## src/rtl/risc_toy_pkg.sv

```systemverilog
// Shared definitions for the risc_toy front end: datapath widths, reset
// vector, queue entry layout and the opcode map used by decode.
package risc_toy_pkg;

    localparam int INSTR_W = 32;
    localparam int ADDR_W  = 30;
    localparam int PC_W    = 32;

    localparam logic [PC_W-1:0] DEFAULT_RESET_PC = 32'h0000_0000;

    typedef enum logic [6:0] {
        OPC_LOAD     = 7'b0000011,
        OPC_MISC_MEM = 7'b0001111,
        OPC_OP_IMM   = 7'b0010011,
        OPC_AUIPC    = 7'b0010111,
        OPC_STORE    = 7'b0100011,
        OPC_OP       = 7'b0110011,
        OPC_LUI      = 7'b0110111,
        OPC_BRANCH   = 7'b1100011,
        OPC_JALR     = 7'b1100111,
        OPC_JAL      = 7'b1101111,
        OPC_SYSTEM   = 7'b1110011
    } opcode_e;

    typedef struct packed {
        logic [INSTR_W-1:0] instr;
        logic [PC_W-1:0]    pc;
    } ifq_entry_t;

    localparam int ENTRY_W = $bits(ifq_entry_t);

    // Byte addresses are forced onto a word boundary by masking the low bits.
    function automatic logic [PC_W-1:0] align_pc(input logic [PC_W-1:0] pc);
        return pc & 32'hFFFF_FFFC;
    endfunction

endpackage

```

## src/rtl/risc_toy_ifq.sv

```systemverilog
// Instruction queue: a small circular FIFO with a synchronous flush that
// outranks push and pop, and a zero head when empty.
module risc_toy_ifq
    import risc_toy_pkg::*;
#(
    parameter  int DEPTH = 2,
    parameter  int WIDTH = ENTRY_W,
    localparam int CW    = $clog2(DEPTH + 1),
    localparam int PW    = (DEPTH > 1) ? $clog2(DEPTH) : 1
) (
    input  logic             CLK,
    input  logic             RSTN,
    input  logic             push,
    input  logic             pop,
    input  logic             flush,
    input  logic [WIDTH-1:0] din,
    output logic [WIDTH-1:0] dout,
    output logic             full,
    output logic             empty,
    output logic [CW-1:0]    count
);

    logic [WIDTH-1:0] mem [DEPTH];
    logic [PW-1:0]    wr_ptr;
    logic [PW-1:0]    rd_ptr;
    logic             do_push;
    logic             do_pop;

    function automatic logic [PW-1:0] next_ptr(input logic [PW-1:0] p);
        return (p == PW'(DEPTH - 1)) ? '0 : p + PW'(1);
    endfunction

    assign empty   = (count == '0);
    assign full    = (count == CW'(DEPTH));
    assign do_pop  = pop & ~empty & ~flush;
    assign do_push = push & ~flush & (~full | do_pop);
    assign dout    = empty ? '0 : mem[rd_ptr];

    always_ff @(posedge CLK) begin
        if (do_push) begin
            mem[wr_ptr] <= din;
        end
    end

    always_ff @(posedge CLK or negedge RSTN) begin
        if (!RSTN) begin
            wr_ptr <= '0;
            rd_ptr <= '0;
            count  <= '0;
        end else if (flush) begin
            wr_ptr <= '0;
            rd_ptr <= '0;
            count  <= '0;
        end else begin
            if (do_push) begin
                wr_ptr <= next_ptr(wr_ptr);
            end
            if (do_pop) begin
                rd_ptr <= next_ptr(rd_ptr);
            end
            case ({do_push, do_pop})
                2'b10:   count <= count + CW'(1);
                2'b01:   count <= count - CW'(1);
                default: count <= count;
            endcase
        end
    end

endmodule

```

## src/rtl/risc_toy_fetch.sv

```systemverilog
// Fetch stage: credit-gated instruction requests, one outstanding response
// tracked by PC, and a queue feeding decode; redirects flush everything.
module risc_toy_fetch
    import risc_toy_pkg::*;
#(
    parameter logic [PC_W-1:0] RESET_PC = DEFAULT_RESET_PC,
    parameter int              DEPTH    = 2
) (
    input  logic               CLK,
    input  logic               RSTN,
    output logic               IREQ,
    output logic [ADDR_W-1:0]  IADDR,
    input  logic [INSTR_W-1:0] INSTR,
    input  logic               REDIR_VALID,
    input  logic [PC_W-1:0]    REDIR_PC,
    output logic               ID_VALID,
    input  logic               ID_READY,
    output logic [INSTR_W-1:0] ID_INSTR,
    output logic [PC_W-1:0]    ID_PC
);

    localparam int CW = $clog2(DEPTH + 1);

    logic [PC_W-1:0] fpc;
    logic            inflight;
    logic [PC_W-1:0] inflight_pc;

    logic            push;
    logic            pop;
    logic            q_full;
    logic            q_empty;
    logic [CW-1:0]   q_count;
    logic [CW:0]     occupancy;
    ifq_entry_t      q_din;
    ifq_entry_t      q_dout;

    assign ID_VALID = ~q_empty & ~REDIR_VALID;
    assign pop      = ID_VALID & ID_READY;

    // Issue only when the entry being freed this cycle plus queued and
    // outstanding work still leaves room, so a response always has a slot.
    assign occupancy = (CW+1)'(q_count) + (CW+1)'(inflight) - (CW+1)'(pop);
    assign IREQ      = RSTN & ~REDIR_VALID & (occupancy < (CW+1)'(DEPTH));
    assign IADDR     = fpc[PC_W-1:2];

    assign push        = inflight & ~REDIR_VALID;
    assign q_din.instr = INSTR;
    assign q_din.pc    = inflight_pc;

    assign ID_INSTR = q_dout.instr;
    assign ID_PC    = q_dout.pc;

    always_ff @(posedge CLK or negedge RSTN) begin
        if (!RSTN) begin
            fpc <= RESET_PC;
        end else if (REDIR_VALID) begin
            fpc <= align_pc(REDIR_PC);
        end else if (IREQ) begin
            fpc <= fpc + 32'd4;
        end
    end

    always_ff @(posedge CLK or negedge RSTN) begin
        if (!RSTN) begin
            inflight    <= 1'b0;
            inflight_pc <= '0;
        end else begin
            inflight <= IREQ;
            if (IREQ) begin
                inflight_pc <= fpc;
            end
        end
    end

    risc_toy_ifq #(
        .DEPTH (DEPTH),
        .WIDTH (ENTRY_W)
    ) u_ifq (
        .CLK   (CLK),
        .RSTN  (RSTN),
        .push  (push),
        .pop   (pop),
        .flush (REDIR_VALID),
        .din   (q_din),
        .dout  (q_dout),
        .full  (q_full),
        .empty (q_empty),
        .count (q_count)
    );

    no_overflow: assert property (@(posedge CLK) disable iff (!RSTN)
        !(push && q_full && !pop));

endmodule

```

## config.mk

```make
export PLATFORM = sky130hd
export DESIGN_NAME = risc_toy_fetch
export DESIGN_NICKNAME = d
export VERILOG_FILES = /design/src/rtl/risc_toy_pkg.sv /design/src/rtl/risc_toy_ifq.sv /design/src/rtl/risc_toy_fetch.sv
export SDC_FILE = /design/constraint.sdc
export NUM_CORES = 1
export LEC_CHECK = 0
export ABC_CLOCK_PERIOD_IN_PS = 7700
export CAP_MARGIN = 5
export CORE_AREA = 2 2 137 139
export DETAILED_ROUTE_END_ITERATION = 10
export DIE_AREA = 0 0 139 141
export GPL_TIMING_DRIVEN = 0
export MAX_ROUTING_LAYER = met4
export PLACE_DENSITY = 0.7
export SETUP_SLACK_MARGIN = 0.2
export SLEW_MARGIN = 20
export SYNTH_ARGS = -nofsm -noshare
export SYNTH_HDL_FRONTEND = slang
export SYNTH_SLANG_ARGS = --single-unit
```

## constraint.sdc

```tcl
create_clock -name CLK -period 7.7 [get_ports CLK]
set_clock_uncertainty 0.15 [all_clocks]
set_input_delay 1.155 -clock CLK [delete_from_list [all_inputs] [get_ports CLK]]
set_output_delay 1.155 -clock CLK [all_outputs]
set_load 0.01 [all_outputs]
```

---- Yosys cells after proc, flatten, opt, wreduce, memory -nomap -nowiden ----
Memory sizes are Yosys's and may differ from the RTL's.
Index checks and enable logic that the tools add are counted.
storage, ports and cells
  register bits after elaboration ......... 69
  bits in writable memories ............... 128
  logic and storage cells ................. 49
  memories kept ........................... 1
memory list
  name       depth  bits a word  read ports  clocked after memory_dff  wr ports  RTL line            text
  u_ifq.mem  2      64           1           0                         1         risc_toy_ifq.sv:23  logic [WIDTH-1:0] mem [DEPTH];
operators by class
  add/subtract/negate cells ............... 7
  $lt $le $gt $ge ......................... 1
  equal/unequal tests ..................... 3
  muxes and demuxes ....................... 13
  bitwise operators ....................... 13
  reduce and logical (&&, ||, !) cells .... 5
operators with widths
  operator               number
  $mux 32                2
  $mux 64                1
  $add 32x3->32 const B  1
  $and 1x1->1            9
  $mux 1                 8
  $reduce_bool 2->1      3
  $eq 2x2->1 const B     2
  $pmux 2 s2             1
  $add 2x1->3            1
  $lt 3x2->1 const B     1
  $not 1->1              3
  $reduce_bool 3->1      1
  $sub 3x1->3            1
  $add 1x1->1 const B    2
  $add 2x1->2 const B    1
  $eq 2x1->1 const B     1
  $logic_not 2->1        1
  $mux 2                 1
  $sub 2x1->2 const B    1
  $or 1x1->1             1

---- Logic depth before layout (Yosys ltp) ----
Gate-level depths: netlist (run 1).
  depth after elaboration ................. 11
  depth in mapped cells ................... 14
  gate-level depth less buffers ........... 11

---- Modules after synthesis ----
Synthesis (run 1) repeated with hierarchy kept, for this count alone.
unflattened totals
  cell total of the unflattened synthesis .. 637
  area, all modules ....................... 8104.0 um2
modules (own cells, without submodules)
  module          times used  cells an instance  area each (um2)
  risc_toy_ifq    1           295                5062.4
  risc_toy_fetch  1           342                3041.7

---- Worst setup path after synthesis (run 1) ----
OpenSTA, ideal clock, no wires.
  kind .................................... input port to flip-flop
  start point ............................. in REDIR_VALID
  end point ............................... mem u_ifq.mem[1][10] (netlist name) (enable)
  library setup time ...................... 571 ps
  arrival ................................. 6136 ps
  data required time ...................... 6979 ps
  setup slack ............................. 843 ps
  stages on the path ...................... 3
  buffers on the path ..................... 2
  path through ............................ clkbuf_1 -> clkbuf_1 -> nor3b_1
between the ends
  longest elaborated chain between the ends .. 9
  elaborated cells on any way between the ends .. 11
  those cells by class .................... mux (2); bitwise (9)
RTL lines
  element                         RTL line              text
  start: declaration              risc_toy_fetch.sv:14  input logic REDIR_VALID,
  $not 1->1 *                     -
  $and 1x1->1                     risc_toy_fetch.sv:37  assign ID_VALID = ~q_empty & ~REDIR_VALID;
  $and 1x1->1                     risc_toy_fetch.sv:38  assign pop = ID_VALID & ID_READY;
  $and 1x1->1 (2 in a row)        risc_toy_ifq.sv:35    assign do_pop = pop & ~empty & ~flush;
  $or 1x1->1                      risc_toy_ifq.sv:36    assign do_push = push & ~flush & (~full | do_pop);
  $and 1x1->1 *                   risc_toy_ifq.sv:36
  $mux 1 *                        risc_toy_ifq.sv:40    if (do_push) begin
  $mux 1 (implied by the code) *  risc_toy_ifq.sv:41    mem[wr_ptr] <= din;
  end: declaration                risc_toy_ifq.sv:23
Mark *: on every way between the ends. The rest lies on a longest branch, timed or not.

---- Final worst setup path (run 1) ----
  start point ............................. in REDIR_VALID
  end point ............................... out IREQ
between the ends
  longest elaborated chain between the ends .. 6
  elaborated cells on any way between the ends .. 7
  those cells by class .................... add/sub (1); order compare (1); bitwise (5)
RTL lines
  element           RTL line                                    text
  $not 1->1 *       risc_toy_fetch.sv:37, risc_toy_fetch.sv:43
  $and 1x1->1       risc_toy_fetch.sv:37
  $and 1x1->1       risc_toy_fetch.sv:38
  $sub 3x1->3       risc_toy_fetch.sv:42                        assign occupancy = (CW+1)'(q_count) + (CW+1)'(inflight) - (CW+1)'(pop);
  $lt 3x2->1        risc_toy_fetch.sv:43                        assign IREQ = RSTN & ~REDIR_VALID & (occupancy < (CW+1)'(DEPTH));
  $and 1x1->1 *     risc_toy_fetch.sv:43
  end: declaration  risc_toy_fetch.sv:11                        output logic IREQ,
Marks and branches as above.

==> results.toml, run 1 <==
[sta]
max-slew-margin-rel_pct = 46.5
finalMaxSlewViolations = 0
min_period_over_period_pct = 86.7
finalSetupTns_ps = 0
finalCriticalPeriod_ps = 6680
worst_pin_slew_ps = 796
setup_viol = 0
finalHoldWorstSlack_ps = 324
rsz0062_at_grt = "no"
fmax_ghz = 0.150
hold_violations = 0

[finish]
regArea_mm2 = 0.00535
num-fill-cells = 1503
final_net_count = 901
multi_input_area_mm2 = 0.00247
drive_gt1_share_pct = 8.30
area_growth_syn_to_layout_pct = 32.7
instances_no_fill = 1077
final_common_cell = "clkdlybuf4s50_1"
final_cell_mix = "clkdlybuf4s50_1, edfxtp_1, nand2_1"
antenna_cells = 0

[power_and_ir_drop]
ir_drop_mv = 0.150
power.leakage_nw = 3.84
power_density_mw_per_mm2 = 227

[synth]
avgSynthCellArea_um2 = 12.6
synth_edf_count = 124
synth_cell_types = 49
synthCells = 636
synth_area_leader_cell = "edfxtp_1"
synth_flop_cell = "edfxtp_1"
synthTopCellsByArea = "edfxtp_1, dfrtp_1, mux2i_1, nand2_1, nor2_1"
synth_top_area_share_pct = 46.6
synthArstFlopShare_pct = 34.4
synth-seq-cells = 189
seq_area_frac_synth_pct = 67.0
synth_warnings = 0
synthesis.area_mm2 = 0.00799

[clock_tree]
clkTransAtPathRegs_ps = 70
clock-sinks = 189
clock_latency_ps = 420
htreeDepth = 4
cts_inserted_buffers = 17
cts-root-buf = "clkbuf_16"
cts_buffer_depth = 2
ctsResizeCount = 0
holdBufCountCts = 0
tritoncts = "built"
post_cts_buffers = 0

[floorplan]
io_pins = 164
rows = 50
die_area_mm2 = 0.0196
chipWidth_um = 139
start_util_pct = 43.7
fp.coreArea_mm2 = 0.0183
die_h_um = 141

[global_routing]
grt_pass1_wl_um = 30400
grt.total_usage_pct = 20.4
grt_max_degree = 36
grt.overflow.total = 0
antenna_found_initial = 0
grt_pass1_vias = 5766

[placement]
post-place-cells = 1045
portBuffers = 159
hpwl_um = 13800
gp_congestion = 0.914

[route]
avgViaCountPerCell = 5.33
drtAntennaViolNets = 0
vias = 5737
drtPass1Iterations = 6
wl_per_cell_um = 17.6
route.detailed.drc = 0
drtIter0Drc = 350
wl_um = 19000

[job]
drv_cap = 0

[min_path]
whs_path_depth = 0
hold_class = "flip-flop to flip-flop"
holdPathEnd = "u_ifq.mem[0][21]"
hold_start = "inflight_pc[21]"

[worst_setup_path]
r2r-start = "u_ifq.count[1]"
critPathArrivalTime_ps = 5370
crit_path_end_kind = "primary output"
regToRegEndpoint = "fpc[20]"
cp-startpoint = "REDIR_VALID"
rr_worst_depth = 12
rrSetupSlack_ps = 3430
worstPathRequired_ps = 6390
critPathMaxFanout = 11
startpoint_type = "input pin"
critical_path_class = "input pin to primary output"

[run_status]
status = "completed"
-- registers in the layout, indices dropped and copies added (netlist names) --
| signal | count |
|---|---|
| u_ifq.mem | 124 |
| fpc | 30 |
| inflight_pc | 30 |
| u_ifq.count | 2 |
| inflight | 1 |
| u_ifq.rd_ptr | 1 |
| u_ifq.wr_ptr | 1 |
-- Yosys cell counts (all sizes together) (2+ instances only) --
library cell	count
dfrtp	65
a31oi	2
nor2	69
o21ai	18
clkbuf	19
xnor2	2
or4	6
nand3b	3
nand2	113
nand2b	3
and3	2
a21boi	2
nand4	13
mux2	6
nor4	6
buf	12
a21oi	5
mux2i	66
o311ai	14
and4	4
a22oi	5
ha	2
nor3	12
edfxtp	124
or3	2
and2	2
xor2	3
o211ai	12
nand3	19
inv	14
-- critical path: stages --
cell,delay (ps)
clkdlybuf4s50_1,570
clkbuf_1,430
nor2_1,180
and2_1,210
ha_1,260
nand2b_1,150
fa_1,530
and3b_1,170
clkbuf_1,200
nand2_1,240
inv_2,200
clkbuf_1,430
clkdlybuf4s50_1,640
-- per-stage QoR --
step,instance area (um2),worst slack [ps],total power (W),util (%)
3_5_place_dp,10000,1050,0.00158,54.9
2_1_floorplan,7990,843,0.00139,-
3_3_place_gp,9880,-2270,0.00156,54.1
5_1_grt,10600,707,0.00251,58.0
4_1_cts,10600,1040,0.00243,58.0
6_report,10600,1020,0.00241,58.0
-- logic make-up after synthesis --
family                   count (synthesis)  share of synthesized area, %
AND/OR/NAND/NOR                        258                          14.8
flip-flops                             189                          67.0
multiplexers                            72                          9.11
AO/OA/AOI/OAI                           63                          5.56
buffers and inverters                   45                          2.36
XOR/XNOR                                 5                         0.642
adder cells (fa/ha/maj)                  3                         0.564
other                                    1                        0.0469
-- worst max path at each step --
stage,end,slack [ps],cells past startpoint
after detailed placement,IREQ,1050,13
after CTS,IREQ,1040,13
after floorplan,u_ifq.mem[1][10],840,3
after global routing,IREQ,710,13
final,IREQ,1020,13
after global placement,u_ifq.mem[1][20],-2270,4
-- final cells by class --
cell class / count / area share, %
Buffer: 31 / 1.29
Clock inverter: 13 / 1.35
Inverter: 14 / 0.496
Clock buffer: 19 / 4.08
Multi-Input combinational cell: 403 / 23.3
Sequential cell: 189 / 50.5
Timing Repair Buffer: 174 / 16.3
Tap cell: 234 / 2.76
-- per-layer routing --
layer / global-route usage, % / vias up / share of wire [%]
met4: 6.65 / 0 / 1.7
li1: - / 2712 / -
met1: 27.6 / 2790 / 46
met2: 31.1 / 208 / 47
met3: 4.08 / 27 / 5.2
met5: - / - / 0
-- where the power goes --
part	total (W)	internal, W	switching (W)
registers	0.00124	0.00117	0.0000666
clock network	0.000849	0.000481	0.000369
logic	0.000317	0.000156	0.000161
Power figures use the tool's default switching activity.
==> run 2, diff against run 1 <==
--- a/config.mk
+++ b/config.mk
@@ -7,12 +7,12 @@
 export LEC_CHECK = 0
 export ABC_CLOCK_PERIOD_IN_PS = 7700
 export CAP_MARGIN = 5
-export CORE_AREA = 2 2 137 139
+export CORE_AREA = 2 2 123 154
 export DETAILED_ROUTE_END_ITERATION = 10
-export DIE_AREA = 0 0 139 141
+export DIE_AREA = 0 0 125 156
 export GPL_TIMING_DRIVEN = 0
 export MAX_ROUTING_LAYER = met4
-export PLACE_DENSITY = 0.7
+export PLACE_DENSITY = 0.71
 export SETUP_SLACK_MARGIN = 0.2
 export SLEW_MARGIN = 20
 export SYNTH_ARGS = -nofsm -noshare
==> run 2 against run 1 <==
  * Worst setup slack lost 92 ps
  * Cell area grew 0.25%
  * First-iteration DRC count grew 66%
  * Critical path depth is the same
  * Hold slack gained 3.7 ps
  * Via count grew 1.2%
==> results.toml, run 2 (same netlist as run 1, synthesis figures left out) <==
[sta]
worst_pin_slew_ps = 767
finalCriticalPeriod_ps = 6770
fmax_ghz = 0.148
setup_viol = 0
finalMaxSlewViolations = 0
max-slew-margin-rel_pct = 48.5
min_period_over_period_pct = 87.9
finalSetupTns_ps = 0
rsz0062_at_grt = "no"
hold_violations = 0

[floorplan]
start_util_pct = 44.3
fp.coreArea_mm2 = 0.0180
die_h_um = 156
io_pins = 164
chipWidth_um = 125
die_area_mm2 = 0.0195
rows = 55

[finish]
top_register = "u_ifq.mem"
final_net_count = 901
final_cell_mix = "clkdlybuf4s50_1, edfxtp_1, nand2_1"
area_growth_syn_to_layout_pct = 33.0
fin_util_pct = 59.0
drive_gt1_share_pct = 8.42
antenna_cells = 0
top_regs = "u_ifq.mem (124), fpc (30), inflight_pc (30)"
fin_area_mm2 = 0.0106
largest_register_ffs = 124
final_common_cell = "clkdlybuf4s50_1"

[clock_tree]
htreeDepth = 4
clock-sinks = 189
clock_latency_ps = 420
holdBufCountCts = 0
ctsResizeCount = 0
tritoncts = "built"
cts_inserted_buffers = 17
clkTransAtPathRegs_ps = 70
post_cts_buffers = 0
cts-root-buf = "clkbuf_16"
cts_buffer_depth = 2

[route]
wl_per_cell_um = 18.1
wl_um = 19400
drtIter0Drc = 581
route.detailed.drc = 0
avgViaCountPerCell = 5.42
drtPass1Iterations = 5
drtAntennaViolNets = 0
vias = 5807

[worst_setup_path]
startpoint_type = "input pin"
critPathArrivalTime_ps = 5470
worstPathRequired_ps = 6390
crit_path_end_kind = "primary output"
critical_path_class = "input pin to primary output"
critPathMaxFanout = 11

[power_and_ir_drop]
clkPwrFrac_pct = 36.3
power_density_mw_per_mm2 = 230
combinationalPowerShare_pct = 13.0
intPower_w = 0.00184
switching_share_pct = 24.7
ir_drop_mv = 0.149
p_seq_share_pct = 50.7
power.leakage_nw = 3.87
p_sw_w = 0.000605

[placement]
gp_congestion = 0.904
portBuffers = 159
hpwl_um = 14100
placed_cell_area_mm2 = 0.0100

[global_routing]
grt.total_usage_pct = 20.8
antenna_found_initial = 0
grt_max_degree = 47
grt_pass1_wl_um = 30700
grt.overflow.total = 0
grt_pass1_vias = 5916

[run_status]
status = "completed"

[min_path]
hold_class = "flip-flop to flip-flop"

[job]
drv_cap = 0
[run 2: through the flow]
stage	std cells	hold WS (ps)	total power (W)	worst slack, ps
2_1_floorplan	637	292	0.00139	843
3_3_place_gp	1024	301	0.00156	-2100
3_5_place_dp	1039	308	0.00158	1020
4_1_cts	1071	321	0.00246	991
5_1_grt	1071	335	0.00254	622
6_report	1071	328	0.00245	929
[run 2: per-layer routing]
metal | up-vias | wire [um] | global-route usage [%]
met3 | 38 | 984 | 3.88
li1 | 2708 | - | -
met2 | 240 | 9920 | 34.9
met5 | - | 0 | -
met4 | 0 | 624 | 9.52
met1 | 2821 | 7830 | 24.4
[run 2: path summary, 6_finish.rpt]
kind	cells after the start	to	startpoint	slack [ps]
worst max-delay path	13	IREQ	REDIR_VALID	930
worst min-delay path	0	u_ifq.mem[0][7]	inflight_pc[7]	330
worst max register to register	12	fpc[20]	u_ifq.count[1]	3380
worst min register to register	0	u_ifq.mem[0][7]	inflight_pc[7]	330
max in group asynchronous	2	inflight_pc[12]	RSTN	6360
min in group asynchronous	1	inflight_pc[20]	RSTN	480
[run 2: layout make-up]
class	count	area [um2]
Clock inverter	11	130
Fill cell	1473	7400
Sequential cell	189	5350
Multi-Input combinational cell	403	2470
Tap cell	228	285
Timing Repair Buffer	174	1740
Buffer	31	136
Clock buffer	21	472
Inverter	14	52.6
[run 2: power by group through the flow]
stage / Sequential (W) / Clock (W) / Combinational (W)
detailed placement: 0.00126 / 0 / 0.000319
floorplan: 0.00125 / 0 / 0.000146
global route: 0.00125 / 0.000946 / 0.000348
CTS: 0.00124 / 0.000898 / 0.000322
finish: 0.00124 / 0.000887 / 0.000319
global placement: 0.00126 / 0 / 0.000303
[run 2: worst max-delay path: stages]
cell and delay (ps):
clkdlybuf4s50_1 560, clkbuf_1 440, nor2_1 170, and2_1 220
ha_1 270, nand2b_1 150, fa_1 550, and3b_1 170
clkbuf_1 210, nand2_1 230, inv_2 190, clkbuf_1 480
clkdlybuf4s50_1 650
==> run 3, diff against run 2 <==
--- a/config.mk
+++ b/config.mk
@@ -14,7 +14,7 @@
 export MAX_ROUTING_LAYER = met4
 export PLACE_DENSITY = 0.71
 export SETUP_SLACK_MARGIN = 0.2
-export SLEW_MARGIN = 20
 export SYNTH_ARGS = -nofsm -noshare
 export SYNTH_HDL_FRONTEND = slang
 export SYNTH_SLANG_ARGS = --single-unit
+export TNS_END_PERCENT = 30
==> run 3 against run 2 <==
  * Clock power fell by 9.4%
  * Via count decreased by 0.84%
  * Combinational power about the same
  * Cell count down 0.28%
==> results.toml, run 3 (same netlist as run 1, synthesis figures left out) <==
[placement]
post-place-cells = 1036
placed_cell_area_mm2 = 0.0100
portBuffers = 159
hpwl_um = 13700
gp_congestion = 0.904

[power_and_ir_drop]
ir_drop_mv = 0.151
clkPwrFrac_pct = 34.0
p_seq_share_pct = 52.5
power_density_mw_per_mm2 = 223
power.total_w = 0.00236
p_sw_w = 0.000611
intPower_w = 0.00175
combinationalPowerShare_pct = 13.5
power.leakage_nw = 3.81
switching_share_pct = 25.9

[finish]
instances_no_fill = 1068
final_net_count = 898
final_cell_mix = "clkdlybuf4s50_1, edfxtp_1, nand2_1"
multi_input_area_mm2 = 0.00246
drive_gt1_share_pct = 7.86
top_regs = "u_ifq.mem (124), fpc (30), inflight_pc (30)"
final_common_cell = "clkdlybuf4s50_1"
area_growth_syn_to_layout_pct = 32.2
num-fill-cells = 1480
largest_register_ffs = 124
fin_area_mm2 = 0.0106
regArea_mm2 = 0.00535
top_register = "u_ifq.mem"
antenna_cells = 0

[route]
wl_per_cell_um = 17.8
vias = 5758
drtIter0Drc = 370
drtPass1Iterations = 5
avgViaCountPerCell = 5.39
drtAntennaViolNets = 0
route.detailed.drc = 0
wl_um = 19000

[min_path]
hold_class = "flip-flop to flip-flop"

[clock_tree]
holdBufCountCts = 0
clkTransAtPathRegs_ps = 60
tritoncts = "built"
htreeDepth = 4
ctsResizeCount = 0
cts_inserted_buffers = 17
cts-root-buf = "clkbuf_16"
clock-sinks = 189
cts_buffer_depth = 2
post_cts_buffers = 0
clock_latency_ps = 430

[sta]
hold_violations = 0
max-slew-margin-rel_pct = 21.8
finalSetupTns_ps = 0
finalHoldWorstSlack_ps = 323
setup_viol = 0
min_period_over_period_pct = 88.1
worst_pin_slew_ps = 1170
rsz0062_at_grt = "no"
finalCriticalPeriod_ps = 6780
fmax_ghz = 0.147
finalMaxSlewViolations = 0

[floorplan]
die_h_um = 156
io_pins = 164
start_util_pct = 44.3
chipWidth_um = 125
rows = 55
die_area_mm2 = 0.0195
fp.coreArea_mm2 = 0.0180

[global_routing]
grt.overflow.total = 0
grt_max_degree = 69
antenna_found_initial = 0
grt_pass1_wl_um = 30000
grt_pass1_vias = 5805
grt.total_usage_pct = 20.3

[worst_setup_path]
startpoint_type = "input pin"
critical_path_class = "input pin to primary output"
worstPathRequired_ps = 6390
crit_path_end_kind = "primary output"
critPathMaxFanout = 11
critPathArrivalTime_ps = 5480

[run_status]
status = "completed"

[job]
drv_cap = 0
[run 3: critical path: stages]
cell	delay (ps)
clkdlybuf4s50_1	560
clkbuf_1	450
nor2_1	160
and2_1	240
ha_1	280
nand2b_1	160
fa_1	530
and3b_1	170
clkbuf_1	210
nand2_1	240
inv_2	200
clkbuf_1	460
clkdlybuf4s50_1	660
[run 3: per-stage QoR]
stage | worst slack [ps] | utilization [%]
after CTS | 976 | 58.6
after detailed placement | 1020 | 55.6
final | 917 | 58.6
after global placement | -2100 | 54.7
after global routing | 637 | 58.6
after floorplan | 843 | -
[run 3: per-layer routing]
layer / GRT usage [%] / up-vias / part of all wire, %
met1: 24.2 / 2818 / 42
li1: - / 2704 / -
met2: 33.8 / 202 / 52
met4: 8.89 / 0 / 2.7
met5: - / - / 0
met3: 3.94 / 34 / 4.0
[run 3: final timing paths]
kind,start,end,slack (ps),cells past startpoint
worst min-delay path,inflight_pc[25],u_ifq.mem[0][25],320,0
min in group asynchronous,RSTN,inflight_pc[20],680,1
worst max register to register,u_ifq.count[1],fpc[20],3070,12
worst min register to register,inflight_pc[25],u_ifq.mem[0][25],320,0
worst max-delay path,REDIR_VALID,IREQ,920,13
max in group asynchronous,RSTN,inflight_pc[12],6130,1
[run 3: layout make-up]
| class | instances | area share, % |
|---|---|---|
| Buffer | 31 | 1.29 |
| Clock buffer | 19 | 4.10 |
| Clock inverter | 13 | 1.03 |
| Inverter | 14 | 0.498 |
| Multi-Input combinational cell | 403 | 23.3 |
| Sequential cell | 189 | 50.7 |
| Tap cell | 228 | 2.70 |
| Timing Repair Buffer | 171 | 16.4 |
[run 3: power by group through the flow]
stage               Sequential [W]  Clock [W]  Combinational, W
floorplan                  0.00125          0          0.000146
global placement           0.00126          0          0.000303
detailed placement         0.00126          0          0.000318
CTS                        0.00124   0.000818          0.000320
global route               0.00125   0.000864          0.000346
finish                     0.00124   0.000804          0.000318
